--- src/rtl/wptr_full_prog.sv ---
// Write-domain pointer/status block for an async FIFO: binary/Gray write pointer,
// read-pointer synchronizer, registered full, fill level, almost-full and sticky overflow.
module wptr_full_prog #(
  parameter int ADDRSIZE    = 9,
  parameter int SYNC_STAGES = 2
) (
  input  logic                wclk,
  input  logic                wrst_n,
  input  logic                winc,
  input  logic [ADDRSIZE:0]   rptr,
  input  logic [ADDRSIZE:0]   af_thresh,
  input  logic                wovf_clr,
  output logic [ADDRSIZE-1:0] waddr,
  output logic [ADDRSIZE:0]   wptr,
  output logic                wfull,
  output logic                walmost_full,
  output logic [ADDRSIZE:0]   wlevel,
  output logic                wovf
);

  function automatic logic [ADDRSIZE:0] bin2gray(input logic [ADDRSIZE:0] b);
    return (b >> 1) ^ b;
  endfunction

  function automatic logic [ADDRSIZE:0] gray2bin(input logic [ADDRSIZE:0] g);
    logic [ADDRSIZE:0] b;
    b = g;
    for (int i = ADDRSIZE - 1; i >= 0; i--) begin
      b[i] = b[i+1] ^ g[i];
    end
    return b;
  endfunction

  logic [ADDRSIZE:0] sync_r [SYNC_STAGES];
  logic [ADDRSIZE:0] wbin_r;
  logic [ADDRSIZE:0] wptr_r;
  logic [ADDRSIZE:0] wlevel_r;
  logic              wfull_r;
  logic              walmost_full_r;
  logic              wovf_r;

  logic [ADDRSIZE:0] wq_rptr_s;
  logic [ADDRSIZE:0] wq_rbin_s;
  logic              winc_ok_s;
  logic [ADDRSIZE:0] wbinnext_s;
  logic [ADDRSIZE:0] wgraynext_s;
  logic [ADDRSIZE:0] wlevel_next_s;
  logic              wfull_next_s;
  logic              walmost_full_next_s;
  logic              wovf_next_s;

  // Multi-flop synchronizer bringing the Gray read pointer into wclk
  always_ff @(posedge wclk or negedge wrst_n) begin
    if (!wrst_n) begin
      for (int i = 0; i < SYNC_STAGES; i++) begin
        sync_r[i] <= '0;
      end
    end else begin
      sync_r[0] <= rptr;
      for (int i = 1; i < SYNC_STAGES; i++) begin
        sync_r[i] <= sync_r[i-1];
      end
    end
  end

  // Next-state pointer, status and overflow computation
  always_comb begin
    wq_rptr_s     = sync_r[SYNC_STAGES-1];
    wq_rbin_s     = gray2bin(wq_rptr_s);
    winc_ok_s     = winc & ~wfull_r;
    wbinnext_s    = wbin_r + {{ADDRSIZE{1'b0}}, winc_ok_s};
    wgraynext_s   = bin2gray(wbinnext_s);
    // Full when the next write pointer equals the read pointer with its top two Gray bits inverted
    wfull_next_s  = (wgraynext_s == {~wq_rptr_s[ADDRSIZE:ADDRSIZE-1], wq_rptr_s[ADDRSIZE-2:0]});
    wlevel_next_s = wbinnext_s - wq_rbin_s;
    walmost_full_next_s = (wlevel_next_s >= af_thresh);
    if (winc && wfull_r) begin
      wovf_next_s = 1'b1;
    end else if (wovf_clr) begin
      wovf_next_s = 1'b0;
    end else begin
      wovf_next_s = wovf_r;
    end
  end

  // Pointer and status registers
  always_ff @(posedge wclk or negedge wrst_n) begin
    if (!wrst_n) begin
      wbin_r         <= '0;
      wptr_r         <= '0;
      wlevel_r       <= '0;
      wfull_r        <= 1'b0;
      walmost_full_r <= 1'b0;
      wovf_r         <= 1'b0;
    end else begin
      wbin_r         <= wbinnext_s;
      wptr_r         <= wgraynext_s;
      wlevel_r       <= wlevel_next_s;
      wfull_r        <= wfull_next_s;
      walmost_full_r <= walmost_full_next_s;
      wovf_r         <= wovf_next_s;
    end
  end

  assign waddr        = wbin_r[ADDRSIZE-1:0];
  assign wptr         = wptr_r;
  assign wfull        = wfull_r;
  assign walmost_full = walmost_full_r;
  assign wlevel       = wlevel_r;
  assign wovf         = wovf_r;

endmodule
--- config.mk ---
export PLATFORM = sky130hd
export DESIGN_NAME = wptr_full_prog
export DESIGN_NICKNAME = d
export VERILOG_FILES = /design/src/rtl/wptr_full_prog.sv
export SDC_FILE = /design/constraint.sdc
export NUM_CORES = 1
export LEC_CHECK = 0
export ABC_AREA = 1
export BUFFER_PORTS_ARGS = -buffer_cell sky130_fd_sc_hd__buf_4
export CAP_MARGIN = 10
export CELL_PAD_IN_SITES_DETAIL_PLACEMENT = 1
export CELL_PAD_IN_SITES_GLOBAL_PLACEMENT = 2
export CORE_ASPECT_RATIO = 1.1
export CORE_MARGIN = 1.5
export CORE_UTILIZATION = 34
export DETAILED_ROUTE_END_ITERATION = 6
export PLACE_DENSITY_LB_ADDON = 0.1
export SLEW_MARGIN = 20
export SYNTH_ARGS = -nofsm -noshare
export SYNTH_HDL_FRONTEND = slang
export SYNTH_SLANG_ARGS = --single-unit
--- constraint.sdc ---
create_clock -name wclk -period 4 [get_ports wclk]
set_input_delay 0.6 -clock wclk [delete_from_list [all_inputs] [get_ports wclk]]
set_output_delay 0.6 -clock wclk [all_outputs]
set_load 0.02 [all_outputs]
==> summary.md, run 1 <==
| Metric | Value |
|---|---|
| Status | `finished clean` |
| # clock sinks | `52` |
| Clock power frac | `0.094` |
| Global placer's final weighted congestion | `0.893` |
| Synthesized Nets | `345` |
| Post-route clock period utilization | `0.974` |
| Synth-to-Final Area Change | `38.2%` |
| Vias in the first global route | `2261` |
| Most frequent CP cell | `nand2_4` |
| Max-Cap Viols | `0` |
| IO buf count | `55` |
| Max stage delay cell, worst path | `dfrtp_1` |
| Synth Register Bits | `52` |
| Met2 Usage GRT | `0.262` |
| Via count | `2251` |
| Min Tclk post-route | `3.90 ns` |
| FFs w/ async S/R, synth | `1.00` |
| Layout Nets | `435` |
| Vias/cell | `4.53` |
| Int Power | `1.76 mW` |
| P_sw | `1.56 mW` |
| CP required | `4.19 ns` |
| HPWL Detailed | `5.37 mm` |
| Sequential area share after synthesis | `0.462` |
| Slew @ Worst Pin | `0.635 ns` |
| Mapped Area | `0.00282 mm2` |
| Clk_lat worst skew | `0.30 ns` |
| Power Density | `853 mW/mm2` |
| Mapped Cells | `298` |
| DP Worst Slack | `-0.226 ns` |
| First-pass GRT wire length | `10.8 mm` |
| Worst setup path start | `wq_rptr_s[8]$_DFF_PN0_` |
| Final setup margin | `0.102 ns` |
| Residual DRC count | `0` |
| Cell variety after synth | `35` |
| Gate power share | `0.665` |
| Ys flop type | `dfrtp_1` |
| Clock Tree Buf Depth | `2` |
| Worst min-delay path category | `input pin to asynchronous set/reset pin` |
| Pre-antenna DRT Iters | `4` |
| Worst Skew | `0.00532 ns` |
| Yosys warns | `0` |
| Total gr overflow | `0` |
| Syn avg cell area | `9.45 um2` |
| Synth area leaders | `dfrtp_1, ha_1, nand2_1` |
| Reg power frac | `0.241` |
| CTS hold repair buffers | `0` |
| Initial antenna violation count | `0` |
| Met1 Usage GRT | `0.207` |
| Met3 Track Usage GR | `0.0262` |
| CTS buffer count | `5` |
| Initial core utilization | `0.354` |
| Yosys top cell by area | `dfrtp_1` |
| I/O Pins | `56` |
| H-tree Lvls | `2` |
| DIE AREA | `0.00884 mm2` |
| Root buffer cell | `clkbuf_8` |
| Routed Antenna Nets | `0` |
| Core Rows | `34` |
| Ratio of cells with drive above 1 in the final layout | `0.416` |
| RSZ-0062 raised after global routing | `true` |
| Arrival @ worst endpoint | `4.08 ns` |
| Hold Fails Final Rpt | `0` |
| P_leak | `1.98 nW` |
| Crit path max fanout | `3` |
| Worst slew margin | `0.577` |
| GR peak layer | `met2` |
| Max frequency | `0.257 GHz` |
| Worst reg-to-reg setup slack | `0.10 ns` |
| Largest net degree at the start of global routing | `53` |
| RR Endpoint | `walmost_full$_DFF_PN0_` |
| Routed Wire Length | `6.85 mm` |
| Max VDD drop | `0.000266 V` |
| Crit path to | `walmost_full$_DFF_PN0_` |
| Number of synthesized flops with an enable pin | `0` |
| Sw Share | `0.470` |
| # diodes | `0` |
| Die height | `98.4 um` |
| Worst-path clk slew | `0.10 ns` |
| DIE WIDTH | `89.8 um` |
| DRT iter0 DRCs | `82` |
| RR Startpoint | `wq_rptr_s[8]$_DFF_PN0_` |
| Wire per inst | `13.8 um` |
| TritonCTS clock tree | `built` |
| Core Region | `0.00796 mm2` |
| Crit start category | `flop` |
| Number of max-slew violations in the final report | `0` |
| Setup TNS Final | `0 ns` |
| Final Setup Violations | `0` |
| GRT Resource Usage Total | `0.153` |
| CP Class | `flop to flop` |
| Synth top area share | `0.462` |
| R2R depth | `28` |
| CP endpoint kind | `flop` |
| CP peak stage delay | `0.43 ns` |
worst min-delay path by stage:
stage,slack [ns],start,end,cells past startpoint
after floorplan,0.30,wrst_n,sync_r[10]$_DFF_PN0_,0
after global placement,0.33,sync_r[19]$_DFF_PN0_,wq_rptr_s[9]$_DFF_PN0_,0
after detailed placement,0.34,sync_r[17]$_DFF_PN0_,wq_rptr_s[7]$_DFF_PN0_,0
after CTS,0.34,wrst_n,wovf$_DFFE_PN0P_,1
after global routing,0.36,wrst_n,wbin_r[9]$_DFF_PN0_,1
final,0.30,wrst_n,wovf$_DFFE_PN0P_,1
kinds of logic after synthesis:
group	count (synthesis)	share of synthesized area
AND/OR/NAND/NOR	126	0.248
buffers and inverters	53	0.0707
flip-flops	52	0.462
AO/OA/AOI/OAI	27	0.0587
adder cells (fa/ha/maj)	23	0.105
XOR/XNOR	17	0.0556
metal layers:
metal	vias up	routed length (um)
li1	1130	-
met1	1083	3110
met2	31	3540
met3	7	149
met4	0	54
met5	-	0
cells in the final DEF (no fill, tap or decap), types with 4 or more instances in the layout:
master,Yosys,final
buf_4,0,83
dfrtp_1,52,52
nand2_1,55,48
inv_1,45,45
ha_1,22,20
nand2_2,16,17
nand3_1,18,13
nand3_4,2,12
xor2_1,10,9
nand2_4,2,8
a21oi_1,11,8
inv_2,7,7
nor2_1,9,7
xnor2_1,6,6
nand3_2,10,5
o21ai_0,6,5
clkbuf_8,0,5
nand4_1,4,4
power by group through the flow:
stage,clock (mW),combinational [mW],sequential (mW)
2_1_floorplan,0,1.05,0.991
3_3_place_gp,0,1.98,0.811
3_5_place_dp,0,2.00,0.813
4_1_cts,0.326,2.06,0.802
5_1_grt,0.342,2.44,0.824
6_report,0.313,2.20,0.800
sequential cells by signal (all words and copies together), names as in the netlist:
signal	flops
wlevel	10
wfull	1
wptr	9
walmost_full	1
wbin_r	10
sync_r	10
wovf	1
wq_rptr_s	10
synthesized netlist by cell type, drive strengths merged (4+ instances only):
library cell,count
nor3,4
nand2,73
dfrtp,52
a21oi,11
nor2,12
ha,22
o21ai,8
xor2,11
inv,52
nand4,5
xnor2,6
nand3,30
area by class of cell:
type / count / area [um2]
multi-input cells: 193 / 1540
well taps: 108 / 135
flip-flops and latches: 52 / 1300
repair buffers: 83 / 623
clock inverters: 3 / 26.3
fillers: 938 / 4070
inverters: 53 / 199
clock buffers: 5 / 68.8
per-stage QoR:
stage / instance area (um2) / total power, mW / utilization / hold slack [ns] / instances
floorplan: 2820 / 2.04 / - / 0.304 / 298
global placement: 3470 / 2.79 / 0.436 / 0.332 / 475
detailed placement: 3470 / 2.81 / 0.436 / 0.336 / 475
CTS: 3590 / 3.19 / 0.452 / 0.340 / 485
global route: 3890 / 3.61 / 0.489 / 0.355 / 497
finish: 3890 / 3.32 / 0.489 / 0.303 / 497
worst max-delay path, delay by kind of cell (launching register included):
| family | cells | cell delay (ns) |
|---|---|---|
| xor+xnor | 1 | 0.17 |
| buf+inv | 1 | 0.11 |
| fa+ha+maj | 3 | 0.87 |
| simple gates | 18 | 1.55 |
| flops | 1 | 0.43 |
| compound gates | 5 | 0.67 |
what timing repair did:
action / 4_1_cts / 5_1_grt
setup buffers: 2 / 12
gates resized for setup: 5 / 38
pin swaps: 3 / 23
setup endpoints to repair: 1 / 1
(Power assumes the default switching activity.)
==> run 2, diff against run 1 <==
Settings changed: MAX_ROUTING_LAYER from default to met4.
==> run 2 against run 1 <==
  * Die area unchanged
  * Final area stayed put
  * Sequential share of layout area stayed put
  * Maximum frequency hardly changed
  * Register-to-register slack about the same
  * Routed wire length fell by 0.10%
  * Final cell count unchanged
  * Combinational power hardly changed
  * First-iteration DRC count fell by 1.2%
  * Critical path depth did not move
  * Clock power about the same
  * Critical path type unchanged
  * Critical endpoint unchanged
  * Largest cell class unchanged
==> summary.md, run 2 (synthesized netlist as in run 1, its figures left out) <==
| Metric | Value |
|---|---|
| Post-route clock period utilization | `0.974 (about the same)` |
| Pre-antenna DRT Iters | `4 (unchanged)` |
| Die height | `98.4 um (unchanged)` |
| TritonCTS clock tree | `built (unchanged)` |
| Crit path max fanout | `3 (unchanged)` |
| Layout Nets | `435 (unchanged)` |
| Wire per inst | `13.8 um (about the same)` |
| Vias/cell | `4.55 (was 4.53)` |
| DIE AREA | `0.00884 mm2 (unchanged)` |
| Max-Cap Viols | `0 (unchanged)` |
| Max frequency | `0.257 GHz (about the same)` |
| Initial antenna violation count | `0 (unchanged)` |
| P_leak | `1.98 nW (unchanged)` |
| Min Tclk post-route | `3.90 ns (about the same)` |
| Worst setup path start | `wq_rptr_s[8]$_DFF_PN0_ (unchanged)` |
| IO buf count | `55 (unchanged)` |
| Max VDD drop | `0.000266 V (about the same)` |
| First-pass GRT wire length | `10.8 mm (unchanged)` |
| Worst min-delay path category | `input pin to asynchronous set/reset pin (unchanged)` |
| Overall Power | `3.32 mW (about the same)` |
| Fin util | `0.489 (unchanged)` |
| Met1 Usage GRT | `0.207 (about the same)` |
| Largest net degree at the start of global routing | `53 (unchanged)` |
| GR peak layer | `met2 (unchanged)` |
| R2R depth | `28 (unchanged)` |
| Met3 Track Usage GR | `0.0262 (unchanged)` |
| Met2 Usage GRT | `0.262 (unchanged)` |
| Commonest non-fill, non-tap cell in the layout | `buf_4 (unchanged)` |
| RR Endpoint | `walmost_full$_DFF_PN0_ (unchanged)` |
| Worst Skew | `0.00536 ns (was 0.00532 ns)` |
| Core Rows | `34 (unchanged)` |
| Worst slew margin | `0.576 (was 0.577)` |
| Number of max-slew violations in the final report | `0 (unchanged)` |
| Worst-path clk slew | `0.10 ns (about the same)` |
| Initial core utilization | `0.354 (unchanged)` |
| Clk_lat worst skew | `0.30 ns (about the same)` |
| Vias in the first global route | `2268 (was 2261)` |
| Root buffer cell | `clkbuf_8 (unchanged)` |
| RSZ-0062 raised after global routing | `true (unchanged)` |
| Arrival @ worst endpoint | `4.08 ns (about the same)` |
| GRT Resource Usage Total | `0.158 (was 0.153)` |
| # diodes | `0 (unchanged)` |
| DRT iter0 DRCs | `81 (was 82)` |
| Routed Antenna Nets | `0 (unchanged)` |
| Ratio of cells with drive above 1 in the final layout | `0.416 (unchanged)` |
| Slew @ Worst Pin | `0.635 ns (about the same)` |
| CP Class | `flop to flop (unchanged)` |
| Total gr overflow | `0 (unchanged)` |
| CTS buffer count | `5 (unchanged)` |
| CTS hold repair buffers | `0 (unchanged)` |
| Most frequent cells in the layout | `buf_4, dfrtp_1, nand2_1, inv_1, ha_1 (unchanged)` |
| HPWL Detailed | `5.37 mm (unchanged)` |
| Clock Tree Buf Depth | `2 (unchanged)` |
| Worst hold slack | `0.306 ns (was 0.303 ns)` |
| Most frequent CP cell | `nand2_4 (unchanged)` |
| H-tree Lvls | `2 (unchanged)` |
| Power Density | `853 mW/mm2 (about the same)` |
| Max stage delay cell, worst path | `dfrtp_1 (unchanged)` |
| Residual DRC count | `0 (unchanged)` |
| Final Setup Violations | `0 (unchanged)` |
| CP peak stage delay | `0.43 ns (about the same)` |
| Hold Fails Final Rpt | `0 (unchanged)` |
| Worst reg-to-reg setup slack | `0.10 ns (about the same)` |
| DIE WIDTH | `89.8 um (unchanged)` |
| CP required | `4.18 ns (was 4.19 ns)` |
| Core Region | `0.00796 mm2 (unchanged)` |
| Status | `finished clean (unchanged)` |
| Synth-to-Final Area Change | `38.2% (unchanged)` |
| Via count | `2260 (was 2251)` |
| Global placer's final weighted congestion | `0.908 (was 0.893)` |
| I/O Pins | `56 (unchanged)` |
| Routed Wire Length | `6.85 mm (about the same)` |
| CP endpoint kind | `flop (unchanged)` |
| RR Startpoint | `wq_rptr_s[8]$_DFF_PN0_ (unchanged)` |
| # clock sinks | `52 (unchanged)` |
| Crit start category | `flop (unchanged)` |
-- run 2: worst max path at each step --
stage / endpoint / slack, ns / cells after the start
after global routing: walmost_full$_DFF_PN0_ / -0.18 / 27
after detailed placement: walmost_full$_DFF_PN0_ / -0.23 / 26
final: walmost_full$_DFF_PN0_ / 0.10 / 28
after CTS: walmost_full$_DFF_PN0_ / 0.02 / 26
after global placement: walmost_full$_DFF_PN0_ / -0.11 / 26
after floorplan: walmost_full$_DFF_PN0_ / 0.32 / 26
-- run 2: through the flow --
| stage | std cells | area, um2 | setup TNS (ns) | worst slack [ns] |
|---|---|---|---|---|
| 2_1_floorplan | 298 | 2820 | 0 | 0.319 |
| 3_3_place_gp | 475 | 3470 | -0.107 | -0.107 |
| 3_5_place_dp | 475 | 3470 | -0.226 | -0.226 |
| 4_1_cts | 485 | 3590 | 0 | 0.0167 |
| 5_1_grt | 497 | 3890 | -0.176 | -0.176 |
| 6_report | 497 | 3890 | 0 | 0.104 |
-- run 2: repair_timing --
item	CTS	global route
gates resized for setup	5	38
gates cloned	0	0
buffers inserted	2	12
pin swaps	3	23
setup endpoints to repair	1	1
-- run 2: routing by layer --
layer,routed length [um],share of wire
met4,29,0.0042
met2,3570,0.52
met5,0,0
met3,142,0.021
met1,3110,0.45
-- run 2: layout make-up --
class | instances | area (um2)
fill | 938 | 4070
multi-input combinational | 193 | 1540
sequential | 52 | 1300
timing repair buffer | 83 | 623
inverter | 53 | 199
tap | 108 | 135
clock buffer | 5 | 68.8
clock inverter | 3 | 26.3
-- run 2: report_power, final --
part           switching [mW]  internal (mW)
Clock                   0.183          0.128
Sequential             0.0976          0.702
Combinational            1.28          0.928
Total                    1.56           1.76
-- run 2: worst max-delay path: cells and delay by family, from the launching register on --
family	cells	cell delay, ns
DFF	1	0.43
AOI/OAI and AO/OA	5	0.67
adders and majority gates	3	0.87
and+or+nand+nor	18	1.55
buffers and inverters	1	0.11
xor gates and xnor gates	1	0.17
==> run 3, diff against run 2 <==
Settings changed: CELL_PAD_IN_SITES_DETAIL_PLACEMENT 1 to default, CELL_PAD_IN_SITES_GLOBAL_PLACEMENT 2 to default, CORE_UTILIZATION 34 to 55, PLACE_DENSITY from default to 0.8, PLACE_DENSITY_LB_ADDON 0.1 to default, SLEW_MARGIN 20 to 15.
==> run 3 against run 2 <==
  * The run now ends with negative setup slack left
  * Non-clock buffer count shrank 13
  * Clock power grew 14%
  * Maximum frequency shrank 3.7%
  * Clock skew shrank 0.0021 ns
  * Worst hold slack gained 0.00096 ns
  * Via count grew 1.5%
  * First-iteration DRC count grew 57%
  * Largest cell class unchanged
==> summary.md, run 3 (synthesized netlist as in run 1, its figures left out) <==
| Metric | Value |
|---|---|
| Status | `finished, violations left (was finished clean)` |
| Failing checks | `negative setup slack` |
| Number of max-slew violations in the final report | `0 (unchanged)` |
| Post-DP Area | `0.00334 mm2 (was 0.00347 mm2)` |
| Fin util | `0.754 (was 0.489)` |
| Clk_lat worst skew | `0.30 ns (about the same)` |
| Vias/cell | `5.29 (was 4.55)` |
| CP required | `4.24 ns (was 4.18 ns)` |
| GRT Resource Usage Total | `0.225 (was 0.158)` |
| Final Cell Area | `0.00375 mm2 (was 0.00389 mm2)` |
| Worst hold slack | `0.307 ns (was 0.306 ns)` |
| Final setup margin | `-0.0453 ns (was 0.104 ns)` |
| Initial antenna violation count | `0 (unchanged)` |
| Ratio of cells with drive above 1 in the final layout | `0.399 (was 0.416)` |
| RR Startpoint | `wq_rptr_s[8]$_DFF_PN0_ (unchanged)` |
| Core Rows | `27 (was 34)` |
| Worst setup path start | `wq_rptr_s[8]$_DFF_PN0_ (unchanged)` |
| Via count | `2294 (was 2260)` |
| RSZ-0062 raised after global routing | `true (unchanged)` |
| Max frequency | `0.247 GHz (was 0.257 GHz)` |
| Clock Tree Buf Depth | `2 (unchanged)` |
| DIE WIDTH | `71.2 um (was 89.8 um)` |
| P_leak | `1.93 nW (was 1.98 nW)` |
| Multi-input logic area | `0.00154 mm2 (unchanged)` |
| Slew @ Worst Pin | `0.615 ns (was 0.635 ns)` |
| Routed Antenna Nets | `0 (unchanged)` |
| Worst reg-to-reg setup slack | `-0.05 ns (was 0.10 ns)` |
| Final Setup Violations | `1 (was 0)` |
| I/O Pins | `56 (unchanged)` |
| CTS buffer count | `5 (unchanged)` |
| H-tree Lvls | `2 (unchanged)` |
| Wire per inst | `14.5 um (was 13.8 um)` |
| # diodes | `0 (unchanged)` |
| Initial core utilization | `0.567 (was 0.354)` |
| Layout Nets | `422 (was 435)` |
| Commonest non-fill, non-tap cell in the layout | `buf_4 (unchanged)` |
| Core Region | `0.00497 mm2 (was 0.00796 mm2)` |
| Crit start category | `flop (unchanged)` |
| Worst slew margin | `0.590 (was 0.576)` |
| Residual DRC count | `0 (unchanged)` |
| CP Class | `flop to flop (unchanged)` |
| Max VDD drop | `0.000375 V (was 0.000266 V)` |
| Root buffer cell | `clkbuf_8 (unchanged)` |
| HPWL Detailed | `4.49 mm (was 5.37 mm)` |
| DIE AREA | `0.00556 mm2 (was 0.00884 mm2)` |
| Worst min-delay path category | `input pin to asynchronous set/reset pin (unchanged)` |
| Routed Wire Length | `6.30 mm (was 6.85 mm)` |
| R2R depth | `27 (was 28)` |
| DRT iter0 DRCs | `127 (was 81)` |
| Sequential Area | `0.00130 mm2 (unchanged)` |
| # clock sinks | `52 (unchanged)` |
| First-pass GRT wire length | `9.63 mm (was 10.8 mm)` |
| Crit path to | `walmost_full$_DFF_PN0_ (unchanged)` |
| CTS hold repair buffers | `0 (unchanged)` |
| Worst Skew | `0.00323 ns (was 0.00536 ns)` |
| Min Tclk post-route | `4.05 ns (was 3.90 ns)` |
| Pre-antenna DRT Iters | `4 (unchanged)` |
| Hold Fails Final Rpt | `0 (unchanged)` |
| RR Endpoint | `walmost_full$_DFF_PN0_ (unchanged)` |
| CP endpoint kind | `flop (unchanged)` |
| Worst-path clk slew | `0.09 ns (was 0.10 ns)` |
| Most frequent cells in the layout | `buf_4, dfrtp_1, nand2_1, inv_1, ha_1 (unchanged)` |
| Arrival @ worst endpoint | `4.28 ns (was 4.08 ns)` |
| Largest net degree at the start of global routing | `53 (unchanged)` |
| Max-Cap Viols | `0 (unchanged)` |
| Die height | `78.0 um (was 98.4 um)` |
| Post-route clock period utilization | `1.01 (was 0.974)` |
| Vias in the first global route | `2172 (was 2268)` |
| Power Density | `865 mW/mm2 (was 853 mW/mm2)` |
| Filler Cell Count | `341 (was 938)` |
| TritonCTS clock tree | `built (unchanged)` |
| Crit path max fanout | `3 (unchanged)` |
| IO buf count | `55 (unchanged)` |
| Total gr overflow | `0 (unchanged)` |
| Global placer's final weighted congestion | `0.895 (was 0.908)` |
| Synth-to-Final Area Change | `33.1% (was 38.2%)` |
## run 3: how the worst min path moves through the flow
stage,from,to,slack [ns],cells after the start
floorplan,wrst_n,sync_r[10]$_DFF_PN0_,0.30,0
global placement,sync_r[10]$_DFF_PN0_,wq_rptr_s[0]$_DFF_PN0_,0.33,0
detailed placement,sync_r[17]$_DFF_PN0_,wq_rptr_s[7]$_DFF_PN0_,0.33,0
CTS,wrst_n,sync_r[10]$_DFF_PN0_,0.33,1
global route,sync_r[16]$_DFF_PN0_,wq_rptr_s[6]$_DFF_PN0_,0.36,0
finish,wrst_n,wq_rptr_s[0]$_DFF_PN0_,0.31,1
## run 3: metrics by stage
stage                     setup TNS (ns)  power (mW)  setup slack (ns)  instances
after global routing              -0.336        3.47            -0.336        434
after CTS                              0        3.06            0.0345        426
after detailed placement          -0.252        2.66            -0.252        416
after floorplan                        0        2.04             0.319        298
after global placement           -0.0303        2.59           -0.0303        416
final                            -0.0453        3.24           -0.0453        434
## run 3: routing by layer
layer  global-route usage  vias to the layer above  part of all wire
met5                    -                        -                 0
li1                     -                     1103                 -
met2                0.382                       66              0.53
met1                0.263                     1109              0.41
met4               0.0925                        0             0.025
met3               0.0411                       16             0.041
## run 3: report_power, final
group          switching (mW)  internal, mW  leakage (nW)  total [mW]
logic                    1.27         0.819          1.27        2.09
clock network           0.169         0.185        0.0541       0.354
registers              0.0934         0.702         0.608       0.795
total                    1.53          1.71          1.93        3.24
## run 3: area by class of cell
cell class / instances / area share
flip-flops and latches: 52 / 0.347
multi-input cells: 193 / 0.410
clock inverters: 3 / 0.0114
clock buffers: 5 / 0.0184
repair buffers: 70 / 0.140
inverters: 53 / 0.0531
well taps: 58 / 0.0194
## run 3: critical path: stages, from the launching register on
cell and delay, ns:
dfrtp_1 0.43, inv_2 0.11, nand2_2 0.07, nand3_4 0.11, nand2_4 0.08, nand2_4 0.07
nand3_4 0.12, nand2_4 0.13, nand2_4 0.08, nand3_4 0.09, nand3_4 0.11, nand2_4 0.10
nand2_4 0.06, nand3_4 0.07, nand2_4 0.06, ha_4 0.16, fa_2 0.37, o21ai_2 0.21
a21oi_2 0.08, o21bai_1 0.18, buf_4 0.15, xor2_1 0.20, inv_1 0.10, ha_1 0.28
nand2_1 0.07, nor4_2 0.26, nand3_1 0.11, nand4_1 0.12
## run 3: timing repair
item,in CTS,in global routing
endpoints found under the setup margin,1,1
pin swaps,2,23
resized for setup,4,41
buffers inserted,2,8
